==> src/rtl/sig_mon_pkg.sv <==
// sig_mon_pkg: FSM state encoding and default sizes shared by sig_edge_monitor and its counters
package sig_mon_pkg;
    typedef enum logic [1:0] {IDLE, MEAS, REPORT} mon_state_t;
    localparam int CNT_W_DEF   = 8;
    localparam int WIN_LEN_DEF = 16;
    localparam int WIN_W       = 16;
endpackage

==> src/rtl/sat_counter.sv <==
// sat_counter: up-counter that sticks at all-ones instead of wrapping
//   clk, rst (async, active-low) | clear: sync zero, wins over inc | inc: count one | q: count value
module sat_counter
    import sig_mon_pkg::*;
#(
    parameter int W = CNT_W_DEF
) (
    input  logic         clk,
    input  logic         rst,
    input  logic         clear,
    input  logic         inc,
    output logic [W-1:0] q
);
    always_ff @(posedge clk or negedge rst)
        if (!rst)
            q <= '0;
        else if (clear)
            q <= '0;
        else if (inc && q != {W{1'b1}})
            q <= q + 1'b1;
endmodule

==> src/rtl/sig_edge_monitor.sv <==
// sig_edge_monitor: counts rising edges, high cycles and blocked cycles of sig_reg over a WIN_LEN-cycle window
//   clk, rst (async, active-low)
//   sig_reg, sig_comb: observed signals | start: open a window (IDLE only) | busy: window in progress
//   rpt_valid/rpt_ready: report handshake | rpt_rise, rpt_high, rpt_blk: saturating window counts
module sig_edge_monitor
    import sig_mon_pkg::*;
#(
    parameter int CNT_W   = CNT_W_DEF,
    parameter int WIN_LEN = WIN_LEN_DEF
) (
    input  logic             clk,
    input  logic             rst,
    input  logic             sig_reg,
    input  logic             sig_comb,
    input  logic             start,
    output logic             busy,
    output logic             rpt_valid,
    input  logic             rpt_ready,
    output logic [CNT_W-1:0] rpt_rise,
    output logic [CNT_W-1:0] rpt_high,
    output logic [CNT_W-1:0] rpt_blk
);
    mon_state_t       state, state_nx;
    logic             sig_prev, sig_comb_d;
    logic [WIN_W-1:0] win_cnt;
    logic             clear, meas, last;
    assign meas  = state == MEAS;
    assign clear = state == IDLE && start;
    assign last  = win_cnt == WIN_W'(1);
    always_ff @(posedge clk or negedge rst)
        if (!rst) begin
            state      <= IDLE;
            sig_prev   <= 1'b0;
            sig_comb_d <= 1'b0;
            win_cnt    <= '0;
        end else begin
            state      <= state_nx;
            sig_prev   <= sig_reg;
            sig_comb_d <= sig_comb;
            win_cnt    <= clear ? WIN_W'(WIN_LEN) : meas ? win_cnt - 1'b1 : win_cnt;
        end
    always_comb begin
        state_nx  = state;
        busy      = meas;
        rpt_valid = state == REPORT;
        if (clear)
            state_nx = MEAS;
        else if (meas && last)
            state_nx = REPORT;
        else if (rpt_valid && rpt_ready)
            state_nx = IDLE;
    end
    // counters only move while measuring, so the last report is held through REPORT and IDLE
    sat_counter #(.W(CNT_W)) u_rise (
        .clk(clk), .rst(rst), .clear(clear), .inc(meas & sig_reg & ~sig_prev), .q(rpt_rise)
    );
    sat_counter #(.W(CNT_W)) u_high (
        .clk(clk), .rst(rst), .clear(clear), .inc(meas & sig_reg), .q(rpt_high)
    );
    sat_counter #(.W(CNT_W)) u_blk (
        .clk(clk), .rst(rst), .clear(clear), .inc(meas & sig_reg & ~sig_comb_d), .q(rpt_blk)
    );
endmodule

==> config.mk <==
export PLATFORM = sky130hd
export DESIGN_NAME = sig_edge_monitor
export DESIGN_NICKNAME = d
export VERILOG_FILES = /design/src/rtl/sig_mon_pkg.sv /design/src/rtl/sat_counter.sv /design/src/rtl/sig_edge_monitor.sv
export SDC_FILE = /design/constraint.sdc
export NUM_CORES = 1
export LEC_CHECK = 0
export ABC_AREA = 1
export CORE_MARGIN = 1
export CORE_UTILIZATION = 40
export DETAILED_ROUTE_END_ITERATION = 8
export PLACE_DENSITY = 0.64
export SLEW_MARGIN = 20
export SYNTH_ARGS = -nofsm -noshare
export SYNTH_HDL_FRONTEND = slang
export SYNTH_HIERARCHICAL = 1
export SYNTH_SLANG_ARGS = --single-unit
export TNS_END_PERCENT = 50
==> constraint.sdc <==
create_clock -name clk -period 1.58 [get_ports clk]
set_input_delay 0.474 -clock clk [delete_from_list [all_inputs] [get_ports clk]]
set_output_delay 0.474 -clock clk [all_outputs]
set_load 0.01 [all_outputs]
==> run summary, run 1 <==
The flow ran to the end, but the final reports show violations. The final reports fail on design-rule violations. The transition time of the tightest slew-check pin is 0.317 ns.

The critical path goes through nor2_1, dlygate4sd2_1. For this run the aggregate overflow at the end of global routing stands at 0. The share of the clock period used by the worst path after layout was 98.9%; the reported leakage power was 1.85 nW. The logs give 2 for the number of buffers on the longest clock path and 5920 um for the routed wire length.

The worst setup path is launched from a flop. The final number of max-transition violations is 0, and the final routed DRC violation total is 6. Dividing total power by cell area gives a power density of 529 mW/mm2.

For this run, global-route usage on met2 was measured as 31.9%. In the routed layout, each cell is associated on average with a via count of 4.89. The width of the chip was 84.3 um; the achievable clock frequency was 640 MHz. The cell area after synthesis was 0.00271 mm2; the average wire per cell in the routed design was 11.1 um.

Synthesis produced 370 cells. Once the floorplan was initialized, standard cells occupied 41.9% of the core. For the placed wire-length estimate after detailed placement, the log shows 4310 um. The die covers 0.00710 mm2. The growth of design area from synthesis to finish is 31.8%. The tools report the library cell used as clock root buffer as clkbuf_8. The final hold violation count was 0. The start-to-end type of the worst setup path is reg -> out.

The tool flagged a number of max-cap violations equal to 0. Once detail routing completed, the nets flagged for antenna violations numbered 0. The run gives 0 as the antenna cell count. Between clock sinks in the finished design, the worst skew comes to 0.00998 ns.

The post-placement worst setup slack came out at -0.389 ns. For the signal arrival time at the worst endpoint, the log shows 1.09 ns. The floorplan has 29 rows. The number of register bits inferred by synthesis was 44. The busiest layer in global routing was met2.

Type of the most critical hold path: in -> async. The run gives 32 as the count of boundary I/O pins. TritonCTS built the clock tree. The clock period could shrink to 1.56 ns.

For the required time at the worst-slack endpoint, the log shows 1.11 ns. A synthesized cell averages 7.32 um2. The largest stage delay on the critical path is 0.42 ns. The run gives 2,479 as the via count of the first global-routing pass.

On the critical path, the stage with the largest delay is an instance of dfrtp_1. The total of buffers placed on input and output ports works out to 31. The setup TNS after final layout was 0 ns. Of all nets on the critical path, the largest fanout is 3. For this block, the initial DRC count from the detailed router was 97.

The first detailed-routing pass took 6 iterations. The logs give 78.8% for the worst slew margin relative to its limit and 467 for the layout net count. The tools report the final-report setup violation count as 0. Setup repair after global routing could not meet its margin everywhere.

The tree built by TritonCTS fans out to 44 sinks. Entering global routing, the biggest net connects 45 pins. For the insertion delay of the later-clocked pin in the worst-skew pair, the log shows 0.30 ns.

The total area of sequential cells was 0.00110 mm2; the synthesized netlist net count was 381. Clock tree synthesis inserted a total of 5 buffers. The multi-input combinational cells in the finished layout cover a total of 0.00140 mm2.

Across every metal layer, demand over resource in global routing totals 18.3%. The logs give 10,500 um for the wire length of the first global-routing pass and 2 for the maximum level of the CTS H-tree. At the end of routability-driven placement, the weighted congestion stood at 0.869. In the global route stage, met3 resource usage came out at 3.34%. The total number of yosys warnings was 6; the maximum vdd ir drop was 0.411 mV. After filler insertion, the fill cell instance count of the layout stands at 617.

Setup slack on the critical path of the routed design comes to 0.0180 ns. The share of layout cells above drive strength 1 is 23.0%. For this block, the via count after detailed routing is 2,606.

The initial antenna violation count came out at 0. The total area inside the core boundary comes to 0.00646 mm2. For the sequential fraction of the synthesis area, the log shows 40.7%. Total design power: 1.89 mW. The tools report the element type at the critical path end as an output pin.

The number of hold buffers added after CTS was 0. Clock transition at the registers of the reported paths: 0.08 ns. Grouping stages by cell kind, the critical path spends the most delay in flip-flops. For met1 alone, demand over resource in global routing was 22.5%. The die is 84.3 um tall.

Yosys mapped the design onto 28 distinct sky130hd cell types. The count of buffer and inverter cells on the critical path is 1.
final cells by class:
cell class | instances | share of cell area (%)
Clock inverter | 1 | 0.140
Tap cell | 77 | 2.70
Sequential cell | 44 | 30.9
Timing Repair Buffer | 81 | 18.8
Clock buffer | 6 | 2.03
Inverter | 54 | 6.31
Multi-Input combinational cell | 270 | 39.2
stage by stage:
step | hold WS (ns) | cell area [um2] | utilization, % | cells
finish | 0.139 | 3570 | 55.3 | 533
global placement | 0.468 | 3330 | 51.6 | 507
detailed placement | 0.468 | 3330 | 51.6 | 507
CTS | 0.147 | 3500 | 54.2 | 529
floorplan | 0.178 | 2710 | - | 370
global route | 0.155 | 3570 | 55.3 | 533
final timing paths:
kind / startpoint / endpoint / slack, ns / cells past startpoint
hold / removal: rst / win_cnt[0] / 0.14 / 2
min in group clk: win_cnt[6] / win_cnt[6] / 0.48 / 1
setup reg to reg: state[1] / u_rise/q[1] / 0.08 / 10
setup / recovery: state[0] / rpt_valid / 0.02 / 2
max in group asynchronous: rst / win_cnt[2] / 1.23 / 2
hold reg to reg: win_cnt[6] / win_cnt[6] / 0.48 / 1
cells by family (layout without fill, tap and decap cells):
logic type                 Yosys count  after routing  share of synthesized area [%]
AOI/OAI and AO/OA                   39             39                           8.50
adders and majority gates            5              5                           2.31
buffers and inverters               56            142                           9.15
DFF                                 44             44                           40.7
and+or+nand+nor                    226            226                           39.4
per-layer routing:
layer | share of wire [%] | wire length, um
met1 | 48 | 2820
met2 | 47 | 2800
met3 | 3.7 | 218
met4 | 1.5 | 86
met5 | 0 | 0
power by group:
group	internal (mW)	total (mW)	switching [mW]
clock network	0.301	0.683	0.382
registers	1.13	1.14	0.00409
logic	0.0298	0.0708	0.0410
layout by cell type (no fill, tap or decap), types with 5 or more instances in the layout:
master and n:
ha_1 5, dlygate4sd2_1 25, nor3_1 7, o21ai_1 9, nand3_1 38, o21bai_1 6
buf_4 47, a21oi_2 6, nand2_2 9, clkbuf_8 5, nor2_2 7, dfrtp_1 43
nand2_1 108, inv_1 46, nand4_1 5, a21oi_1 14, nor2_1 38
repair_timing:
item | 4_1_cts | 5_1_grt
endpoints found under the setup margin | 39 | 24
buffers inserted | 15 | 4
pin swaps | 0 | 3
gates resized for setup | 33 | 10
sequential cells by signal, summed over array words and instances, names as in the netlist:
name        cells
sig_comb_d      1
sig_prev        1
state           2
u_blk/q         8
u_high/q        8
u_rise/q        8
win_cnt        16
synth_stat cells:
master,number,area [um2]
o21ai_1,9,45.0
nand2_2,8,50.1
o21bai_1,6,45.0
a21oi_1,17,85.1
ha_1,5,62.6
inv_4,1,6.26
buf_6,2,22.5
inv_2,2,7.51
nor3_2,1,10.0
a21oi_2,3,26.3
o22ai_1,1,6.26
nand3_1,38,190
o21ai_2,2,17.5
nor2_4,3,33.8
inv_6,1,8.76
nor2_1,39,146
dfrtp_1,44,1100
nor2_8,2,40.0
nand3_2,1,10.0
clkinv_4,3,26.3
nor2_2,6,37.5
nand2_4,4,45.0
inv_1,47,176
nand4_1,5,31.3
o21ai_0,1,5.00
nand3_4,1,17.5
nor3_1,9,45.0
nand2_1,109,409
worst reg2reg max path: stages (launching register included):
cell and delay (ns):
dfrtp_2 0.41, buf_6 0.13, nor2_8 0.13, inv_6 0.06
nor3_4 0.19, buf_4 0.14, nand2_2 0.06, nand2_4 0.10
clkinv_4 0.08, nand2_1 0.06, nand2_1 0.05
No activity file was read; power rests on OpenSTA's default activity.
==> inputs of run 2 (changes only) <==
Settings changed: CTS_CLUSTER_SIZE from default to 28.
==> results of run 2 <==
Final layout, timing and power as in run 1 (identical DEF).
==> inputs of run 3 (changes only) <==
Settings changed: CAP_MARGIN from default to 20.
==> results of run 3 <==
Final layout, timing and power as in run 1 (identical DEF).
